[src/rtl/cc_pkg.sv]
// Shared constants and types for the cache-controller read-response scheduler.
package cc_pkg;

    localparam int CC_LINE_W  = 512;
    localparam int CC_OFS_W   = 6;
    localparam int CC_BEAT_W  = 64;
    localparam int CC_BEATS   = 8;
    localparam int CC_ENTRY_W = CC_OFS_W + CC_LINE_W;

    typedef struct packed {
        logic [CC_OFS_W-1:0]  ofs;
        logic [CC_LINE_W-1:0] line;
    } cc_line_entry_t;

    typedef enum logic {
        IDLE,
        BURST
    } cc_rsp_state_t;

    typedef enum logic {
        SRC_HIT,
        SRC_FILL
    } cc_src_t;

endpackage

[src/rtl/cc_rr_arb2.sv]
// Two-way arbiter: round-robin between req[0]=HIT and req[1]=FILL, or FILL-first when
// fixed_prio is set. The pointer moves only when advance accepts a grant.
module cc_rr_arb2
    import cc_pkg::*;
(
    input  logic       clk,
    input  logic       rst_n,
    input  logic [1:0] req,
    input  logic       advance,
    input  logic       fixed_prio,
    output logic [1:0] gnt
);

    cc_src_t favour_q;

    always_comb begin
        gnt = 2'b00;
        if (fixed_prio) begin
            if (req[1]) begin
                gnt = 2'b10;
            end else if (req[0]) begin
                gnt = 2'b01;
            end
        end else if (req == 2'b11) begin
            gnt = (favour_q == SRC_FILL) ? 2'b10 : 2'b01;
        end else begin
            gnt = req;
        end
    end

    // After each grant, favour the source that just lost.
    always_ff @(posedge clk or negedge rst_n) begin
        if (!rst_n) begin
            favour_q <= SRC_HIT;
        end else if (advance && (gnt != 2'b00)) begin
            favour_q <= gnt[0] ? SRC_FILL : SRC_HIT;
        end
    end

endmodule

[src/rtl/cc_line_resp_sched.sv]
// Read-response scheduler: pops whole lines from the HIT/FILL FIFOs and streams each one as
// 8 beats, critical word first with wrap, back-to-back lines without a bubble.
//
//  state | meaning
//  IDLE  | no line held; grant as soon as either FIFO is non-empty
//  BURST | streaming the held line; regrant on the accepted final beat
module cc_line_resp_sched
    import cc_pkg::*;
#(
    parameter int FIXED_PRIO = 0
) (
    input  logic                  clk,
    input  logic                  rst_n,
    input  logic                  hit_empty_i,
    input  logic [CC_ENTRY_W-1:0] hit_rdata_i,
    output logic                  hit_rden_o,
    input  logic                  fill_empty_i,
    input  logic [CC_ENTRY_W-1:0] fill_rdata_i,
    output logic                  fill_rden_o,
    output logic [CC_BEAT_W-1:0]  rdata_o,
    output logic                  rsrc_o,
    output logic                  rlast_o,
    output logic                  rvalid_o,
    input  logic                  rready_i
);

    localparam logic [2:0] CNT_LAST = 3'(CC_BEATS - 1);

    cc_rsp_state_t  state_q, state_d;
    logic [2:0]     cnt_q, cnt_d;
    cc_line_entry_t entry_q;
    cc_src_t        src_q;
    logic [1:0]     req;
    logic [1:0]     gnt;
    logic           grant;
    logic [2:0]     word_idx;
    logic [CC_BEAT_W-1:0] words [CC_BEATS];
    logic           unused_ofs_lsb;

    assign req = {~fill_empty_i, ~hit_empty_i};

    cc_rr_arb2 u_arb (
        .clk        (clk),
        .rst_n      (rst_n),
        .req        (req),
        .advance    (grant),
        .fixed_prio (FIXED_PRIO != 0),
        .gnt        (gnt)
    );

    always_comb begin
        state_d = state_q;
        cnt_d   = cnt_q;
        grant   = 1'b0;
        case (state_q)
            IDLE: begin
                if (req != 2'b00) begin
                    grant   = 1'b1;
                    state_d = BURST;
                end
            end
            BURST: begin
                if (rready_i) begin
                    if (cnt_q == CNT_LAST) begin
                        if (req != 2'b00) begin
                            grant = 1'b1;
                        end else begin
                            state_d = IDLE;
                            cnt_d   = 3'd0;
                        end
                    end else begin
                        cnt_d = cnt_q + 3'd1;
                    end
                end
            end
            default: state_d = IDLE;
        endcase
        // Held in reset, the FIFOs must not be popped even though the FSM sits in IDLE.
        grant = grant & rst_n;
        if (grant) begin
            cnt_d = 3'd0;
        end
    end

    always_ff @(posedge clk or negedge rst_n) begin
        if (!rst_n) begin
            state_q <= IDLE;
            cnt_q   <= 3'd0;
            entry_q <= '0;
            src_q   <= SRC_HIT;
        end else begin
            state_q <= state_d;
            cnt_q   <= cnt_d;
            if (grant) begin
                entry_q <= gnt[1] ? fill_rdata_i : hit_rdata_i;
                src_q   <= gnt[1] ? SRC_FILL : SRC_HIT;
            end
        end
    end

    // Word 0 is the most significant 64 bits of the line.
    for (genvar w = 0; w < CC_BEATS; w++) begin : g_words
        assign words[w] = entry_q.line[CC_LINE_W-1-CC_BEAT_W*w -: CC_BEAT_W];
    end

    assign word_idx       = entry_q.ofs[5:3] + cnt_q;
    assign unused_ofs_lsb = ^entry_q.ofs[2:0];

    assign rvalid_o    = (state_q == BURST);
    assign rdata_o     = rvalid_o ? words[word_idx] : '0;
    assign rlast_o     = rvalid_o && (cnt_q == CNT_LAST);
    assign rsrc_o      = (src_q == SRC_FILL);
    assign hit_rden_o  = grant & gnt[0];
    assign fill_rden_o = grant & gnt[1];

endmodule

[config.mk]
export PLATFORM = sky130hd
export DESIGN_NAME = cc_line_resp_sched
export DESIGN_NICKNAME = d
export VERILOG_FILES = /design/src/rtl/cc_pkg.sv /design/src/rtl/cc_rr_arb2.sv /design/src/rtl/cc_line_resp_sched.sv
export SDC_FILE = /design/constraint.sdc
export NUM_CORES = 1
export LEC_CHECK = 0
export BUFFER_PORTS_ARGS = -buffer_cell sky130_fd_sc_hd__buf_4
export CELL_PAD_IN_SITES_DETAIL_PLACEMENT = 0
export CELL_PAD_IN_SITES_GLOBAL_PLACEMENT = 1
export CORE_AREA = 2 2 436 438
export DETAILED_ROUTE_END_ITERATION = 8
export DIE_AREA = 0 0 438 440
export PLACE_DENSITY_LB_ADDON = 0.1
export SLEW_MARGIN = 20
export SYNTH_ARGS = -nofsm -noshare
export SYNTH_HDL_FRONTEND = slang
export SYNTH_HIERARCHICAL = 1
export SYNTH_SLANG_ARGS = --single-unit
[constraint.sdc]
create_clock -name clk -period 3 [get_ports clk]
set_input_delay 0.6 -clock clk [delete_from_list [all_inputs] [get_ports clk]]
set_output_delay 0.6 -clock clk [all_outputs]
set_load 0.01 [all_outputs]
==> key figures <==
Synth
  – Post-synthesis compound-gate area fraction: 1.75%
  – Synth cell count leaders: dfrtp_1 (521), mux2_2 (514), mux2_4 (474)
  – Largest family of logic cells by synthesized area: multiplexers
  – #FFs+latches synth: 521
  – Seq/Total Area, Yosys: 41.2%
  – Post-synth EDFFs: 0
  – Mux contribution to synthesized area: 51.5%
  – Top cells by area, synth: dfrtp_1 (41%), mux2_4 (22%), mux2_2 (18%), mux4_2 (9.1%), buf_6 (1.9%)
  – Mean Syn Cell Area: 15.3 um^2
  – Yosys top cell area share: 41.2%
  – Async S/R FF share, synth: 100%
  – Xor-xnor portion of the synthesized cell area: 0.146%
  – Yosys cell types: 32
  – Cell count after synthesis: 2074
  – Most common cell in the netlist: dfrtp_1
  – Synth Cell Area: 31600 um^2
  – Ys flop type: dfrtp_1
  – Synth area leader: dfrtp_1
  – Syn. warnings: 6
  – Synth Area in Adders: 0.182%
  – Post-Synth Simple-Gate Area: 1.74%

Detailed routing
  – Via count: 21700
  – Remaining DRCs: 0
  – Routed Antenna Nets: 0
  – DRT Wirelength: 142000 um
  – Avg Vias per Cell: 3.76
  – Drt initial violations: 901
  – Average wire per standard cell: 24.6 um
  – 1st-pass router iterations: 4

Die
  – FP Rows: 160
  – I/O pin total: 1110
  – Initial core utilization: 16.8%
  – Width of the die: 438 um
  – Core ar.: 189000 um^2
  – Die Ht: 440 um
  – Die area: 193000 um^2

Clock tree
  – TritonCTS clock tree: yes
  – Worst skew pair latency: 0.64 ns
  – Clock root buffer: clkbuf_16
  – Clock Pin Slew Worst Setup and Hold Paths: 0.06 ns
  – Number of buffers created by CTS: 72
  – H-tree depth: 3
  – CTS Sinks: 521
  – CTS max path bufs: 3

STA
  – Hold WS: 0.0586 ns
  – Clk_skew: 0.0178 ns
  – RSZ-0062 raised after global routing: true
  – Final Hold Viols: 0
  – TNS Setup: -40.35 ns
  – # setup viols final: 64
  – Max_slew headroom: 25.5%
  – F_max: 0.272 GHz
  – Max Slew Vio Count: 0
  – Setup ws final: -0.676 ns
  – Tightest Pin Transition: 1.12 ns
  – Period minus WS final: 3.68 ns
  – Fin crit share: 123%

GRT
  – Met1 Track Usage GR: 17.1%
  – Overall Global Routing Usage: 14.2%
  – GR peak layer: met2
  – First-pass GRT wire length: 195000 um
  – Largest net degree at the start of global routing: 158
  – Gr ovfl total: 0
  – Met3 Track Usage GR: 2.91%
  – Number of global-route vias before repair: 24900
  – Initial antenna violation count: 12
  – GR Util met2: 25.8%

Final layout
  – P&R area growth vs syn: 46.5%
  – Nets: 4253
  – Share of cells above drive strength 1: 77.7%

Placed design
  – Post-detail-place hpwl: 111000 um
  – DP Worst Slack: -0.167 ns
  – IO Port Bufs: 1103
  – GP Congestion: 0.941

Setup path
  – Required time worst endpoint: 2.40 ns
  – Crit-path max FO: 16
  – WS Path Type: reg2out
  – Crit path DAT: 3.08 ns
  – Critical path launch point type: register
  – Most used cell along the critical path: buf_4
  – Crit. End Element: output pin
  – Slowest cell on crit path: fa_4
  – Crit path cell chain: ha_4 > inv_2 > fa_4 > buf_12 > buf_4 > mux4_2 > nand2_1 > a21boi_2 > buf_4
  – CP max stage delay: 0.81 ns

Job
  – Max Cap Viol: 0

Power and ir drop
  – Static Leak: 20.7 nW
  – P per Cell Area: 1120 nW/um^2
  – IR drop worst, VDD: 1280 uV

Run status
  – Run status: finished, violations left
  – Violated checks: setup timing

Hold path
  – Worst Hold Class: in2async
-- critical path, delay by kind of cell, from the launching register on --
| family | cells | cell delay, ns |
|---|---|---|
| compound gates | 1 | 0.07 |
| fa+ha+maj | 2 | 0.95 |
| buf+inv | 4 | 0.57 |
| flops | 1 | 0.40 |
| mux | 1 | 0.29 |
| simple gates | 1 | 0.11 |
-- per-stage QoR --
stage / power (mW) / utilization, % / std cells / cell area [um^2]
floorplan: 28.1 / - / 2076 / 31600
global placement: 41.5 / 23.0 / 5627 / 43300
detailed placement: 41.6 / 23.0 / 5627 / 43300
CTS: 52.2 / 24.4 / 5762 / 46100
global route: 55.2 / 24.6 / 5774 / 46400
finish: 51.7 / 24.6 / 5776 / 46400
-- cell type report --
class,count,area (um^2)
Fill cell,19900,142000
Multi-Input combinational cell,1385,17800
Sequential cell,521,13000
Timing Repair Buffer,1223,9960
Tap cell,2511,3140
Clock buffer,103,2110
Clock inverter,22,270
Inverter,5,18.8
Antenna cell,6,15.0
-- power breakdown --
| group | total (mW) | switching [mW] | leakage [nW] | internal, mW |
|---|---|---|---|---|
| Combinational | 30.3 | 13.4 | 13.0 | 16.9 |
| Clock | 8.72 | 3.48 | 1.18 | 5.25 |
| Sequential | 12.8 | 2.15 | 6.50 | 10.6 |
| Total | 51.7 | 19.0 | 20.7 | 32.8 |
-- kinds of logic after synthesis --
group / after synthesis
mux: 1160
flops: 521
buf+inv: 170
simple gates: 140
compound gates: 76
fa+ha+maj: 4
xor+xnor: 2
other cells: 1
-- cells in the final DEF, fill, tap and decap left out, drive strengths merged --
cell type	count
nor2	1
diode	6
a21bo	1
bufbuf	1
mux4	128
and2	4
mux2i	2
nand3	1
or3	1
fa	1
o21ai	4
buf	1219
dfrtp	521
xor3	1
ha	3
clkinv	16
a21boi	66
mux2	1030
a21oi	5
xnor3	1
and3	1
bufinv	4
conb	3
nand2	130
nand4b	1
or3b	1
inv	7
clkbuf	106
-- final timing paths --
kind | slack, ns | to | start | cells after the start
worst max-delay path | -0.68 | rdata_o[12] | cnt_q[0] | 9
worst min-delay path | 0.06 | words[429] | rst_n | 2
worst max register to register | 0.32 | words[464] | cnt_q[0] | 10
worst min register to register | 0.48 | words[502] | words[502] | 1
max in group asynchronous | 1.54 | words[374] | rst_n | 3
min in group clk | 0.21 | rvalid_o | hit_empty_i | 2
-- registers in the layout, indices dropped and copies added, names as in the netlist --
name and flops:
rsrc_o 1, u_arb/favour_q 1, rvalid_o 1, entry_q 3
cnt_q 3, words 512
-- per-layer routing --
layer,vias up,routed length (um)
met2,629,74900
met1,11000,57700
met4,2,2820
li1,9985,-
met5,-,13
met3,113,6820
-- repair_timing --
| item | CTS | global route |
|---|---|---|
| cloned | 2 | 3 |
| pin swaps | 24 | 4 |
| hold buffers | 0 | 0 |
| endpoints found under the setup margin | 66 | 66 |
| buffers inserted | 10 | 7 |
| resized for setup | 71 | 43 |
Power figures use the tool's default switching activity.
